## src/rtl/ctrl_pkg.sv

```systemverilog
// +------------------------------------------------------------------+
// | ctrl_pkg : shared encodings for the multi-cycle control FSM      |
// | Rev 1.0                                                          |
// +------------------------------------------------------------------+
`default_nettype none

package ctrl_pkg;

  typedef enum logic [2:0] {
    S_FETCH  = 3'd0,
    S_DECODE = 3'd1,
    S_EXEC   = 3'd2,
    S_MEM    = 3'd3,
    S_WB     = 3'd4,
    S_HALT   = 3'd5
  } state_e;

  localparam logic [2:0] c_op_rtype = 3'b000;
  localparam logic [2:0] c_op_addi  = 3'b001;
  localparam logic [2:0] c_op_lw    = 3'b010;
  localparam logic [2:0] c_op_sw    = 3'b011;
  localparam logic [2:0] c_op_beq   = 3'b100;
  localparam logic [2:0] c_op_j     = 3'b101;

  localparam logic [1:0] c_alu_add = 2'b00;
  localparam logic [1:0] c_alu_sub = 2'b01;
  localparam logic [1:0] c_alu_and = 2'b10;
  localparam logic [1:0] c_alu_or  = 2'b11;

  localparam logic [1:0] c_pc_inc    = 2'b00;
  localparam logic [1:0] c_pc_branch = 2'b01;
  localparam logic [1:0] c_pc_jump   = 2'b10;

  typedef struct packed {
    logic rtype;
    logic addi;
    logic lw;
    logic sw;
    logic beq;
    logic j;
    logic illegal;
  } opclass_t;

endpackage

`default_nettype wire

```

## src/rtl/ctrl_opclass.sv

```systemverilog
// +------------------------------------------------------------------+
// | ctrl_opclass : opcode to one-hot instruction class flags         |
// | Rev 1.0                                                          |
// +------------------------------------------------------------------+
`default_nettype none

module ctrl_opclass
  import ctrl_pkg::*;
(
  input  logic [2:0] opcode_i,
  output opclass_t   cls_o
);

  always_comb begin
    cls_o = '0;
    case (opcode_i)
      c_op_rtype: cls_o.rtype   = 1'b1;
      c_op_addi:  cls_o.addi    = 1'b1;
      c_op_lw:    cls_o.lw      = 1'b1;
      c_op_sw:    cls_o.sw      = 1'b1;
      c_op_beq:   cls_o.beq     = 1'b1;
      c_op_j:     cls_o.j       = 1'b1;
      default:    cls_o.illegal = 1'b1;
    endcase
  end

endmodule

`default_nettype wire

```

## src/rtl/control_fsm.sv

```systemverilog
// +------------------------------------------------------------------+
// | control_fsm : multi-cycle CPU control (fetch/decode/exec/mem/wb) |
// | Rev 1.0                                                          |
// +------------------------------------------------------------------+
`default_nettype none

module control_fsm
  import ctrl_pkg::*;
#(
  parameter int IW = 16,
  parameter int CW = 16
) (
  input  logic          clk,
  input  logic          rst_n,
  input  logic          run,
  output logic          instr_req,
  input  logic          instr_ack,
  input  logic [IW-1:0] instr_rdata,
  output logic [IW-1:0] ir,
  input  logic          alu_zero,
  output logic          dmem_req,
  output logic          dmem_we,
  input  logic          dmem_ack,
  output logic          pc_en,
  output logic [1:0]    pc_sel,
  output logic          rf_we,
  output logic          rf_wsel,
  output logic          alu_src,
  output logic [1:0]    alu_op,
  output logic          illegal,
  output logic [2:0]    state,
  output logic [CW-1:0] instr_count
);

  state_e        state_q, state_d;
  logic [IW-1:0] ir_q, ir_d;
  logic [CW-1:0] count_q, count_d;
  logic          illegal_q, illegal_d;
  logic          w_retire;
  opclass_t      w_cls;

  ctrl_opclass u_opclass (
    .opcode_i (ir_q[15:13]),
    .cls_o    (w_cls)
  );

  always_ff @(posedge clk) begin
    if (!rst_n) begin
      state_q   <= S_FETCH;
      ir_q      <= '0;
      count_q   <= '0;
      illegal_q <= 1'b0;
    end else begin
      state_q   <= state_d;
      ir_q      <= ir_d;
      count_q   <= count_d;
      illegal_q <= illegal_d;
    end
  end

  always_comb begin
    state_d   = state_q;
    ir_d      = ir_q;
    illegal_d = illegal_q;
    w_retire  = 1'b0;
    instr_req = 1'b0;
    pc_en     = 1'b0;
    pc_sel    = c_pc_inc;
    dmem_req  = 1'b0;
    dmem_we   = 1'b0;
    rf_we     = 1'b0;
    rf_wsel   = 1'b0;
    alu_src   = 1'b0;
    alu_op    = c_alu_add;

    case (state_q)
      S_FETCH: begin
        instr_req = run;
        if (run && instr_ack) begin
          ir_d    = instr_rdata;
          pc_en   = 1'b1;
          state_d = S_DECODE;
        end
      end
      S_DECODE: begin
        if (w_cls.j) begin
          pc_en    = 1'b1;
          pc_sel   = c_pc_jump;
          w_retire = 1'b1;
          state_d  = S_FETCH;
        end else if (w_cls.illegal) begin
          illegal_d = 1'b1;
          state_d   = S_HALT;
        end else begin
          state_d = S_EXEC;
        end
      end
      S_EXEC: begin
        if (w_cls.rtype) begin
          alu_op  = ir_q[12:11];
          state_d = S_WB;
        end else if (w_cls.beq) begin
          alu_op   = c_alu_sub;
          pc_en    = alu_zero;
          pc_sel   = alu_zero ? c_pc_branch : c_pc_inc;
          w_retire = 1'b1;
          state_d  = S_FETCH;
        end else begin
          // ADDI, LW and SW all compute base + immediate
          alu_src = 1'b1;
          state_d = w_cls.addi ? S_WB : S_MEM;
        end
      end
      S_MEM: begin
        dmem_req = 1'b1;
        dmem_we  = w_cls.sw;
        if (dmem_ack) begin
          w_retire = w_cls.sw;
          state_d  = w_cls.sw ? S_FETCH : S_WB;
        end
      end
      S_WB: begin
        rf_we    = 1'b1;
        rf_wsel  = w_cls.lw;
        w_retire = 1'b1;
        state_d  = S_FETCH;
      end
      S_HALT: state_d = S_HALT;
      default: state_d = S_FETCH;
    endcase

    count_d = w_retire ? count_q + {{(CW-1){1'b0}}, 1'b1} : count_q;
  end

  assign ir          = ir_q;
  assign illegal     = illegal_q;
  assign state       = state_q;
  assign instr_count = count_q;

endmodule

`default_nettype wire

```

## config.mk

```make
export PLATFORM = sky130hd
export DESIGN_NAME = control_fsm
export DESIGN_NICKNAME = d
export VERILOG_FILES = /design/src/rtl/ctrl_pkg.sv /design/src/rtl/ctrl_opclass.sv /design/src/rtl/control_fsm.sv
export SDC_FILE = /design/constraint.sdc
export NUM_CORES = 1
export LEC_CHECK = 0
export ABC_CLOCK_PERIOD_IN_PS = 4650
export CAP_MARGIN = 20
export CORE_MARGIN = 3
export CORE_UTILIZATION = 47
export CTS_BUF_LIST = sky130_fd_sc_hd__clkbuf_8 sky130_fd_sc_hd__clkbuf_16
export DETAILED_ROUTE_END_ITERATION = 12
export MAX_ROUTING_LAYER = met4
export PLACE_DENSITY = 0.85
export SETUP_SLACK_MARGIN = 0.15
export SLEW_MARGIN = 20
export SYNTH_ARGS = -nofsm -noshare
export SYNTH_HDL_FRONTEND = slang
export SYNTH_SLANG_ARGS = --single-unit
```

## constraint.sdc

```tcl
create_clock -name clk -period 4.65 [get_ports clk]
set_input_delay 0.93 -clock clk [delete_from_list [all_inputs] [get_ports clk]]
set_output_delay 0.93 -clock clk [all_outputs]
set_load 0.05 [all_outputs]
```

==> results.py <==
metrics = {
    "outcome": {
        "status": "completed",
    },
    "synthesis": {
        "syn_inst": 218,
        "yosys.area.top_type": "dfxtp_1",
        "syn_avg_cell_area_sq_um": 8.288,
        "synth_fp_nets": 241,
        "synth_area_leaders": "dfxtp_1 (40%), nand2_1 (8.7%), a21boi_0 (7.1%)",
        "synth_edf_count": 0,
        "synth-seq-cells": 36,
        "yosysUniqueCellTypes": 43,
        "synth_top_area_share_pct": 39.89,
        "syn_area_sq_um": 1807,
        "synth_flop_cell": "dfxtp_1",
        "seq_area_frac_synth_pct": 39.89,
        "async_reset_ff_share_pct": 0,
        "yosysWarnings": 0,
    },
    "sta": {
        "drv_slew": 0,
        "setup_viol": 0,
        "period_needed_ps": 3835,
        "rsz0062_at_grt": "no",
        "max_freq_mhz": 260.8,
        "setup_slack_ps": 815.5,
        "finalSetupTns_ps": 0,
        "slew_headroom_pct": 61.66,
        "hold_viol": 0,
        "fin_skew_ps": 5.769,
        "timing.final.crit_share_pct": 82.46,
        "tightest_slew_ps": 574.3,
    },
    "worst_setup_path": {
        "crit_buf_inv": 2,
        "regToRegStartpoint": "state[1]",
        "rr_endpoint": "instr_count[8]",
        "crit_top_cell": "clkdlybuf4s50_1",
        "cpLargestDelayFamily": "buffers and inverters",
        "reg2regPathDepth": 5,
        "cp_cell_sequence": "clkdlybuf4s50_1 -> nor4b_1 -> and2_1 -> or3_1 -> clkdlybuf4s50_1",
        "setup.worst_path.start_class": "input pin",
        "critPathCaptureType": "primary output",
        "crit_arrival_ps": 2900,
        "critPathRequiredTime_ps": 3720,
        "cp_slowest_cell": "clkdlybuf4s50_1",
        "slowest_delay_ps": 800,
        "setup.worst_path.class": "input pin to primary output",
        "critPathMaxFanout": 3,
        "ff2ff_setup_slack_ps": 2070,
    },
    "power_and_ir_drop": {
        "clockPowerShare_pct": 28.7,
        "p_int_mw": 0.4873,
        "switchingPower_mw": 0.2298,
        "ir_drop_mv": 0.2071,
        "seq_power_share_pct": 47.8,
        "switching_share_pct": 32.04,
        "pwr-share-comb_pct": 23.6,
        "power.density_nw_per_um2": 281.1,
        "cellLeakagePower_nw": 0.8834,
    },
    "cts": {
        "cts_hold_buf": 0,
        "clkTransAtPathRegs_ps": 70,
        "clockBufferDepth": 2,
        "htreeDepth": 2,
        "cts_tree": "done",
        "cts_made_buffers": 5,
        "cts_num_sinks": 36,
        "clk_latency_ps": 290,
        "cts_resized": 0,
        "cts_root_buffer": "clkbuf_8",
        "post-cts-setup-buffer-count": 0,
    },
    "final_layout": {
        "final_layout_size_suffix_gt1_share_pct": 3.943,
        "area_growth_pct": 41.21,
        "fillerInstances": 299,
        "nets": 302,
        "antenna_cells": 0,
        "post-route-cell-area_sq_um": 2551,
        "utilization_pct": 72.46,
        "stdcell_count": 325,
    },
    "placement": {
        "dp_slack_ps": 810.2,
        "gp_congestion": 0.8481,
        "dpl.cell_count": 318,
        "portBuffers": 68,
        "hpwl_microns": 3193,
        "placed_area_sq_um": 2479,
    },
    "global_route": {
        "grt_util_all_layers_pct": 21.73,
        "antenna_found_initial": 0,
        "grt_pass1_wl_microns": 7341,
        "globalRouteOverflowTotal": 0,
        "grt_max_degree": 40,
        "first_global_vias": 1602,
    },
    "routing": {
        "drt.antenna.violating_nets": 0,
        "wire_per_inst_microns": 13.87,
        "vias": 1768,
        "drc": 0,
        "routed_wl_microns": 4507,
        "via_per_inst": 5.440,
        "drt_iter0_markers": 126,
        "drt_pass1_iterations": 4,
    },
    "die": {
        "die_y_microns": 68,
        "rows": 21,
        "dieArea_sq_um": 4624,
        "core_sq_um": 3521,
        "fp.dieW_microns": 68,
        "start_util_pct": 51.31,
        "pin_count": 69,
    },
    "min_path": {
        "hold_depth": 2,
        "whs_endpoint": "ir[3]",
        "hp-class": "register to register",
        "min_from": "ir[3]",
    },
    "run": {
        "maxCapViolCount": 0,
    },
}
==> cells by family after synthesis <==
kind of cell	synth area share, %
AO/OA/AOI/OAI	20.98
XOR/XNOR	3.393
adder cells (fa/ha/maj)	0.6924
buffers and inverters	4.709
flip-flops	39.89
multiplexers	1.108
AND/OR/NAND/NOR	29.22
==> power by group through the flow <==
stage	Sequential, mW	Clock (mW)	Combinational (mW)
2_1_floorplan	0.379	0	0.0818
3_3_place_gp	0.348	0	0.168
3_5_place_dp	0.349	0	0.170
4_1_cts	0.342	0.210	0.170
5_1_grt	0.345	0.225	0.181
6_report	0.342	0.206	0.169
==> worst register-to-register path, delay by kind of cell, from the launching register on <==
family | cells | cell delay, ps
compound gates | 2 | 680
flops | 1 | 620
simple gates | 3 | 1210
==> sequential cells by signal (all words and copies together), names as in the netlist <==
| signal | flops |
|---|---|
| state | 3 |
| illegal | 1 |
| instr_count | 16 |
| ir | 16 |
==> layout by cell type (no fill, tap or decap), drive strengths merged, types with 4 or more instances in the layout <==
master	n
clkdlybuf4s50	67
nand2	42
dfxtp	36
a21boi	21
o21ai	12
and2	9
nor2	8
nand3	7
xnor2	7
or3	5
clkbuf	5
nor4	4
and3	4
inv	4
nor2b	4
==> synth_stat cells, drive strengths merged, types with 2 or more instances <==
cell type and count:
o211ai 2, o22ai 2, nand4 3, and3b 2, nor4 4, nor3b 2, nor3 3, nand2b 3
nor2 8, or4b 2, and2 9, nand2 42, o21a 2, nor2b 4, inv 3, o21ai 12
and3 4, mux2i 2, buf 5, a21boi 21, clkbuf 10, dfxtp 36, xnor2 7, nand3 7
or3 5, o2111ai 2, a22oi 3, a21oi 2
==> cell type report <==
cell class	count	area, sq um	area share, %
Clock buffer	5	68.82	2.697
Clock inverter	2	8.758	0.3433
Inverter	3	11.26	0.4414
Multi-Input combinational cell	164	1001	39.23
Sequential cell	36	720.7	28.25
Tap cell	46	57.56	2.256
Timing Repair Buffer	69	683.2	26.78
==> worst max-delay path by stage <==
stage | start | endpoint | cells after the start
finish | run | pc_en | 5
global route | run | pc_en | 5
CTS | run | pc_en | 5
detailed placement | run | pc_en | 5
floorplan | run | pc_en | 4
global placement | run | pc_en | 5
==> per-layer routing <==
layer  part of all wire, %  wire [microns]  GRT usage (%)
met1                    46            2073          26.28
met2                    47            2107          33.57
met3                   6.5             293          7.225
met4                  0.73              33          7.940
met5                     0               0              -
==> metrics by stage <==
| step | total power, mW | hold slack [ps] |
|---|---|---|
| after floorplan | 0.4604 | 677.6 |
| after global placement | 0.5159 | 447.1 |
| after detailed placement | 0.5188 | 455.0 |
| after CTS | 0.7225 | 470.7 |
| after global routing | 0.7511 | 481.5 |
| final | 0.7170 | 464.0 |
Note: power is estimated with default switching activity, not from simulation.
